[src/rtl/risc_pkg.sv]
// Shared definitions for the execution unit: opcodes, flag bit positions and FSM states.
package risc_pkg;

  localparam logic [3:0] OP_NOP = 4'h0;
  localparam logic [3:0] OP_ADD = 4'h1;
  localparam logic [3:0] OP_SUB = 4'h2;
  localparam logic [3:0] OP_AND = 4'h3;
  localparam logic [3:0] OP_OR  = 4'h4;
  localparam logic [3:0] OP_XOR = 4'h5;
  localparam logic [3:0] OP_INC = 4'h6;
  localparam logic [3:0] OP_DEC = 4'h7;
  localparam logic [3:0] OP_NOT = 4'h8;
  localparam logic [3:0] OP_NEG = 4'h9;
  localparam logic [3:0] OP_SHR = 4'hA;
  localparam logic [3:0] OP_SHL = 4'hB;
  localparam logic [3:0] OP_ROR = 4'hC;
  localparam logic [3:0] OP_ROL = 4'hD;
  localparam logic [3:0] OP_LD  = 4'hE;
  localparam logic [3:0] OP_ST  = 4'hF;

  localparam int FLAG_N = 3;
  localparam int FLAG_Z = 2;
  localparam int FLAG_C = 1;
  localparam int FLAG_V = 0;

  typedef enum logic {
    S_IDLE = 1'b0,
    S_REQ  = 1'b1
  } state_t;

endpackage

[src/rtl/risc_alu.sv]
// Combinational ALU: result plus {N,Z,C,V}. Arithmetic runs one bit wider so the
// top bit is the carry (add/inc) or borrow (sub/dec/neg).
module risc_alu
  import risc_pkg::*;
#(
  parameter int DW = 8
) (
  input  logic [3:0]    op,
  input  logic [DW-1:0] a,
  input  logic [DW-1:0] b,
  output logic [DW-1:0] rslt,
  output logic [3:0]    flags
);

  logic [DW:0]   wide;
  logic [DW:0]   one_w;
  logic          c;
  logic          v;

  assign one_w = {{DW{1'b0}}, 1'b1};

  always_comb begin
    wide  = '0;
    rslt  = '0;
    c     = 1'b0;
    v     = 1'b0;
    flags = '0;
    case (op)
      OP_ADD: begin
        wide = {1'b0, a} + {1'b0, b};
        rslt = wide[DW-1:0];
        c    = wide[DW];
        v    = (a[DW-1] == b[DW-1]) && (rslt[DW-1] != a[DW-1]);
      end
      OP_SUB: begin
        wide = {1'b0, a} - {1'b0, b};
        rslt = wide[DW-1:0];
        c    = wide[DW];
        v    = (a[DW-1] != b[DW-1]) && (rslt[DW-1] != a[DW-1]);
      end
      OP_INC: begin
        wide = {1'b0, a} + one_w;
        rslt = wide[DW-1:0];
        c    = wide[DW];
        v    = ~a[DW-1] & rslt[DW-1];
      end
      OP_DEC: begin
        wide = {1'b0, a} - one_w;
        rslt = wide[DW-1:0];
        c    = wide[DW];
        v    = a[DW-1] & ~rslt[DW-1];
      end
      OP_NEG: begin
        // Only the most negative value overflows when negated
        wide = '0 - {1'b0, a};
        rslt = wide[DW-1:0];
        c    = wide[DW];
        v    = a[DW-1] & rslt[DW-1];
      end
      OP_AND: rslt = a & b;
      OP_OR:  rslt = a | b;
      OP_XOR: rslt = a ^ b;
      OP_NOT: rslt = ~a;
      OP_SHR: begin
        rslt = {1'b0, a[DW-1:1]};
        c    = a[0];
      end
      OP_SHL: begin
        rslt = {a[DW-2:0], 1'b0};
        c    = a[DW-1];
      end
      OP_ROR: begin
        rslt = {a[0], a[DW-1:1]};
        c    = a[0];
      end
      OP_ROL: begin
        rslt = {a[DW-2:0], a[DW-1]};
        c    = a[DW-1];
      end
      default: rslt = '0;
    endcase
    flags[FLAG_N] = rslt[DW-1];
    flags[FLAG_Z] = (rslt == '0);
    flags[FLAG_C] = c;
    flags[FLAG_V] = v;
  end

endmodule

[src/rtl/risc_eunit_pipe.sv]
// Execution unit with valid/ready issue, registered writeback and a load/store FSM.
// Status flags are built only when EUNIT_FLAGS_EN is defined; otherwise flags read 0.
module risc_eunit_pipe
  import risc_pkg::*;
#(
  parameter int DW  = 8,
  parameter int AW  = 4,
  parameter int RAW = 3
) (
  input  logic           clk,
  input  logic           rst,
  input  logic           in_vld,
  output logic           in_rdy,
  input  logic [3:0]     opcode,
  input  logic [DW-1:0]  oprnd_a,
  input  logic [DW-1:0]  oprnd_b,
  input  logic [RAW-1:0] dstin,
  input  logic [AW-1:0]  dmaddrin,
  output logic           dmenbl,
  output logic           rdwr,
  output logic [AW-1:0]  dmaddr,
  output logic [DW-1:0]  dmdatain,
  input  logic           dm_ack,
  input  logic [DW-1:0]  dmdataout,
  output logic [DW-1:0]  rslt,
  output logic [RAW-1:0] dst,
  output logic           reg_wr_vld,
  output logic           load_op,
  output logic [3:0]     flags
);

  state_t         state_q, state_d;
  logic [DW-1:0]  rslt_q, rslt_d;
  logic [RAW-1:0] dst_q, dst_d;
  logic [RAW-1:0] ld_dst_q, ld_dst_d;
  logic           reg_wr_vld_q, reg_wr_vld_d;
  logic           load_op_q, load_op_d;
  logic           rdwr_q, rdwr_d;
  logic [AW-1:0]  dmaddr_q, dmaddr_d;
  logic [DW-1:0]  dmdatain_q, dmdatain_d;
  logic [DW-1:0]  alu_rslt;
  logic [3:0]     alu_flags;
  logic           accept;
  logic           is_mem_op;
  logic           is_alu_wb;

  risc_alu #(.DW(DW)) u_alu (
    .op    (opcode),
    .a     (oprnd_a),
    .b     (oprnd_b),
    .rslt  (alu_rslt),
    .flags (alu_flags)
  );

  assign in_rdy    = (state_q == S_IDLE);
  assign accept    = in_vld && in_rdy;
  assign is_mem_op = (opcode == OP_LD) || (opcode == OP_ST);
  assign is_alu_wb = accept && !is_mem_op && (opcode != OP_NOP);

  always_comb begin
    state_d      = state_q;
    rslt_d       = rslt_q;
    dst_d        = dst_q;
    ld_dst_d     = ld_dst_q;
    reg_wr_vld_d = 1'b0;
    load_op_d    = 1'b0;
    rdwr_d       = rdwr_q;
    dmaddr_d     = dmaddr_q;
    dmdatain_d   = dmdatain_q;
    case (state_q)
      S_IDLE: begin
        if (accept && is_mem_op) begin
          state_d  = S_REQ;
          dmaddr_d = dmaddrin;
          rdwr_d   = (opcode == OP_LD);
          ld_dst_d = dstin;
          if (opcode == OP_ST) dmdatain_d = oprnd_a;
        end else if (is_alu_wb) begin
          rslt_d       = alu_rslt;
          dst_d        = dstin;
          reg_wr_vld_d = 1'b1;
        end
      end
      S_REQ: begin
        // Read data is only valid alongside the acknowledge, so capture it here
        if (dm_ack) begin
          state_d = S_IDLE;
          if (rdwr_q) begin
            rslt_d       = dmdataout;
            dst_d        = ld_dst_q;
            reg_wr_vld_d = 1'b1;
            load_op_d    = 1'b1;
          end
        end
      end
      default: state_d = S_IDLE;
    endcase
  end

  always_ff @(posedge clk) begin
    if (rst) begin
      state_q      <= S_IDLE;
      rslt_q       <= '0;
      dst_q        <= '0;
      ld_dst_q     <= '0;
      reg_wr_vld_q <= 1'b0;
      load_op_q    <= 1'b0;
      rdwr_q       <= 1'b0;
      dmaddr_q     <= '0;
      dmdatain_q   <= '0;
    end else begin
      state_q      <= state_d;
      rslt_q       <= rslt_d;
      dst_q        <= dst_d;
      ld_dst_q     <= ld_dst_d;
      reg_wr_vld_q <= reg_wr_vld_d;
      load_op_q    <= load_op_d;
      rdwr_q       <= rdwr_d;
      dmaddr_q     <= dmaddr_d;
      dmdatain_q   <= dmdatain_d;
    end
  end

`ifdef EUNIT_FLAGS_EN
  logic [3:0] flags_q, flags_d;

  always_comb begin
    flags_d = flags_q;
    if (is_alu_wb) flags_d = alu_flags;
  end

  always_ff @(posedge clk) begin
    if (rst) flags_q <= '0;
    else     flags_q <= flags_d;
  end

  assign flags = flags_q;
`else
  logic unused_alu_flags;
  assign unused_alu_flags = ^alu_flags;
  assign flags = 4'b0000;
`endif

  assign dmenbl     = (state_q == S_REQ);
  assign rdwr       = rdwr_q;
  assign dmaddr     = dmaddr_q;
  assign dmdatain   = dmdatain_q;
  assign rslt       = rslt_q;
  assign dst        = dst_q;
  assign reg_wr_vld = reg_wr_vld_q;
  assign load_op    = load_op_q;

endmodule

[config.mk]
export PLATFORM = sky130hd
export DESIGN_NAME = risc_eunit_pipe
export DESIGN_NICKNAME = d
export VERILOG_FILES = /design/src/rtl/risc_pkg.sv /design/src/rtl/risc_alu.sv /design/src/rtl/risc_eunit_pipe.sv
export SDC_FILE = /design/constraint.sdc
export NUM_CORES = 1
export LEC_CHECK = 0
export CORE_UTILIZATION = 50
export CTS_CLUSTER_DIAMETER = 50
export DETAILED_ROUTE_END_ITERATION = 10
export PLACE_DENSITY = 0.81
export SYNTH_ARGS = -nofsm -noshare
export SYNTH_HDL_FRONTEND = slang
export SYNTH_SLANG_ARGS = --single-unit
[constraint.sdc]
create_clock -name clk -period 3 [get_ports clk]
set_clock_uncertainty 0.2 [all_clocks]
set_input_delay 0.3 -clock clk [delete_from_list [all_inputs] [get_ports clk]]
set_output_delay 0.3 -clock clk [all_outputs]
set_load 0.05 [all_outputs]
==> impl_metrics.sql <==
INSERT INTO impl_metrics (metric_group, metric, value, unit) VALUES
('outcome', 'result_of_the_run', 'finished clean', ''),
('place', 'global_placement_routability_congestion', '0.9364', ''),
('place', 'pre_cts_slack', '-425.1', 'ps'),
('synthesis', 'synth_top_flop_cell', 'dfxtp_1', ''),
('critical_path', 'cp_num_buf_inv', '3', ''),
('cells_and_area', 'final_common_cell', 'clkdlybuf4s50_1', ''),
('sta', 'finalHoldViolations', '0', ''),
('synthesis', 'syn_inst', '369', ''),
('sta', 'setup_violations', '0', ''),
('route', 'vias_after_detailed_routing', '3204', ''),
('flow_run', 'drv.max_cap_violation_count', '0', ''),
('grt', 'grt_pass1_wl', '14370', 'µm'),
('sta', 'layout_min_cycle_time', '2924', 'ps'),
('power_and_ir_drop', 'worst_ir_drop_vdd', '0.1863', 'mV'),
('cells_and_area', 'area.growth.synth_to_final', '40.40', '%'),
('power_and_ir_drop', 'power_frac_clock', '25.4', '%'),
('power_and_ir_drop', 'power.internal', '0.8618', 'mW'),
('route', 'drt_drc_violations_left', '0', ''),
('sta', 'layout_setup_ws', '76.36', 'ps'),
('synthesis', 'synth_enable_flop_cells', '0', ''),
('grt', 'met3_usage', '6.071', '%'),
('die', 'die_width', '77.12', 'µm'),
('cells_and_area', 'post_route_cell_area', '3961', 'µm²'),
('grt', 'first_global_vias', '2915', ''),
('grt', 'top_usage_layer', 'met2', ''),
('critical_path', 'crit_path_end_kind', 'flop', ''),
('synthesis', 'sequential_area_share_after_synthesis', '21.29', '%'),
('critical_path', 'worstSetupPathType', 'input port to flop', ''),
('sta', 'timing.max_slew.rel_slack', '52.45', '%'),
('clock_tree', 'max-clock-path-buffers', '2', ''),
('synthesis', 'synth.area.top_cells', 'dfxtp_1 (21%), ha_1 (12%), mux2i_1 (5.3%), nor2_1 (5.2%), nand2_1 (4.0%)', ''),
('cells_and_area', 'layout_common_cells', 'clkdlybuf4s50_1 (59), buf_4 (54), nor2_1 (39)', ''),
('power_and_ir_drop', 'sw_power', '0.4888', 'mW'),
('sta', 'min_period_over_period', '97.45', '%'),
('critical_path', 'critical_path_at', '2900', 'ps'),
('critical_path', 'critPathTopFamily', 'compound AO/OA/AOI/OAI gates', ''),
('grt', 'grt_max_degree', '28', ''),
('critical_path', 'cp_max_fo', '6', ''),
('cells_and_area', 'finish.net_count', '537', ''),
('grt', 'grt_use_total', '30.45', '%'),
('power_and_ir_drop', 'power-per-cell-area', '341.0', 'nW/µm²'),
('route', 'drt_iter0_markers', '244', ''),
('sta', 'final-max-slew-violation-count', '0', ''),
('critical_path', 'critical_path.slowest_cell', 'dlygate4sd2_1', ''),
('grt', 'grt.met1_usage', '38.15', '%'),
('route', 'detail_route.wirelength', '9006', 'µm'),
('die', 'design.core.area', '5270', 'µm²'),
('critical_path', 'largest_stage_delay_on_the_critical_path', '340', 'ps'),
('cells_and_area', 'final_layout_size_suffix_gt1_share', '16.53', '%'),
('power_and_ir_drop', 'comb_power_share', '42.8', '%'),
('worst_hold_path', 'min-delay-path-class', 'flop to flop', ''),
('critical_path', 'crit_path_frequent_cell', 'o21a_1', ''),
('sta', 'grt_setup_unrepaired', 'no', ''),
('route', 'route.detailed.wl_per_inst', '16.62', 'µm'),
('clock_tree', 'clkSinkCount', '30', ''),
('synthesis', 'synth_top_area_share', '21.29', '%'),
('critical_path', 'cp_cell_sequence', 'dlygate4sd2_1 > nor3b_4 > o21a_1 > a21o_1 > inv_1 > ha_1 > nor2b_1 > o31a_1 > buf_4 > o21a_1 > or3_1 > a31oi_1 > a211oi_1', ''),
('power_and_ir_drop', 'register_share_of_total_power', '31.8', '%'),
('cells_and_area', 'antenna_cells_inserted', '0', ''),
('synthesis', 'synthesis.yosys.warnings', '0', ''),
('die', 'num_io_pins', '71', ''),
('grt', 'grt_antenna_before_repair', '0', ''),
('cells_and_area', 'layout.filler_cells', '428', ''),
('synthesis', 'synth_seq_cells', '30', ''),
('sta', 'tightestPinTransition', '707.8', 'ps'),
('synthesis', 'post_synth_arst_share', '0', '%'),
('clock_tree', 'insertion_delay', '290', 'ps'),
('synthesis', 'synthDistinctLibCells', '60', ''),
('synthesis', 'synth_top_area_cell', 'dfxtp_1', ''),
('power_and_ir_drop', 'switching_share', '36.19', '%'),
('critical_path', 'worst-endpoint-required', '2980', 'ps');
==> tightest hold or removal path, stage by stage, from the launching register on <==
cell and delay [ps]:
dfxtp_1 310, nand2_1 50, a21oi_1 50
==> final timing paths <==
check / startpoint / endpoint / slack, ps / depth (start not counted)
max: opcode[3] / rslt[5]$_SDFFE_PP0P_ / 80 / 13
min: dmdatain[3]$_SDFFE_PP0P_ / dmdatain[3]$_SDFFE_PP0P_ / 260 / 2
max reg2reg: dmenbl$_SDFF_PP0_ / rslt[4]$_SDFFE_PP0P_ / 730 / 6
min reg2reg: dmdatain[3]$_SDFFE_PP0P_ / dmdatain[3]$_SDFFE_PP0P_ / 260 / 2
==> power by group through the flow <==
stage,clock network (mW),logic [mW],registers (mW)
after floorplan,0,0.268,0.500
after global placement,0,0.545,0.437
after detailed placement,0,0.553,0.438
after CTS,0.342,0.557,0.430
after global routing,0.364,0.621,0.432
final,0.344,0.578,0.429
==> per-stage QoR <==
step	utilization (%)	power [mW]	setup TNS, ps	cells
3_5_place_dp	72.01	0.9919	-2078	532
3_3_place_gp	72.01	0.9820	-1320	532
4_1_cts	73.88	1.328	0	540
6_report	75.17	1.351	0	542
5_1_grt	75.17	1.416	0	542
2_1_floorplan	-	0.7683	0	372
==> registers in the layout (all words and copies together), names as in the netlist, 3 cells and up <==
register	flops
dmaddr	4
rslt	8
dmdatain	8
dst	3
ld_dst_q	3
==> layer usage <==
| layer | up-vias | wire (µm) |
|---|---|---|
| li1 | 1542 | - |
| met1 | 1488 | 3834 |
| met2 | 151 | 4250 |
| met3 | 23 | 724 |
| met4 | 0 | 196 |
| met5 | - | 0 |
==> logic make-up (layout without fill, tap and decap cells) <==
family	after synthesis	count (layout)	share of synthesized area, %
buf+inv	50	150	9.179
mux	15	15	5.321
simple gates	131	131	23.10
xor+xnor	12	12	3.725
fa+ha+maj	27	27	12.24
compound gates	103	103	25.01
flops	30	30	21.29
other cells	1	4	0.1329
==> synthesized netlist by cell type, types with 2 or more instances <==
| cell type | count |
|---|---|
| nor2_1 | 39 |
| dfxtp_1 | 30 |
| nand2_1 | 30 |
| ha_1 | 26 |
| inv_1 | 21 |
| a21oi_1 | 19 |
| mux2i_1 | 15 |
| o21ai_0 | 15 |
| nand3_1 | 14 |
| buf_4 | 10 |
| xnor2_1 | 10 |
| buf_2 | 9 |
| nor3_1 | 9 |
| a31oi_1 | 7 |
| o22ai_1 | 7 |
| a211oi_1 | 6 |
| clkbuf_1 | 6 |
| nand2b_1 | 6 |
| nor2b_1 | 6 |
| o21a_1 | 6 |
| nor4_1 | 5 |
| a21o_1 | 4 |
| o21ai_1 | 4 |
| o31ai_1 | 4 |
| a311oi_1 | 3 |
| a32oi_1 | 3 |
| and2_1 | 3 |
| and3_1 | 3 |
| buf_6 | 3 |
| or3_1 | 3 |
| a221o_1 | 2 |
| a222oi_1 | 2 |
| a22o_1 | 2 |
| a22oi_1 | 2 |
| and2b_1 | 2 |
| nand3b_1 | 2 |
| nand4_1 | 2 |
| nor4b_1 | 2 |
| o221ai_1 | 2 |
| o22a_1 | 2 |
| o31a_1 | 2 |
| o32ai_1 | 2 |
| xor2_1 | 2 |
==> area by class of cell <==
| cell class | count | area, µm² | area share (%) |
|---|---|---|---|
| Inverter | 22 | 82.58 | 2.085 |
| Timing Repair Buffer | 120 | 1069 | 26.97 |
| Sequential cell | 30 | 600.6 | 15.16 |
| Tap cell | 70 | 87.58 | 2.211 |
| Multi-Input combinational cell | 292 | 2027 | 51.17 |
| Clock inverter | 2 | 12.51 | 0.3159 |
| Clock buffer | 6 | 82.58 | 2.085 |
==> what timing repair did <==
action / in CTS / in global routing
gates resized for setup: 3 / 14
endpoints found under the setup margin: 5 / 6
hold buffers: 0 / 0
setup buffers: 0 / 2
pin swaps: 1 / 11
Note: power is estimated with default switching activity, not from simulation.
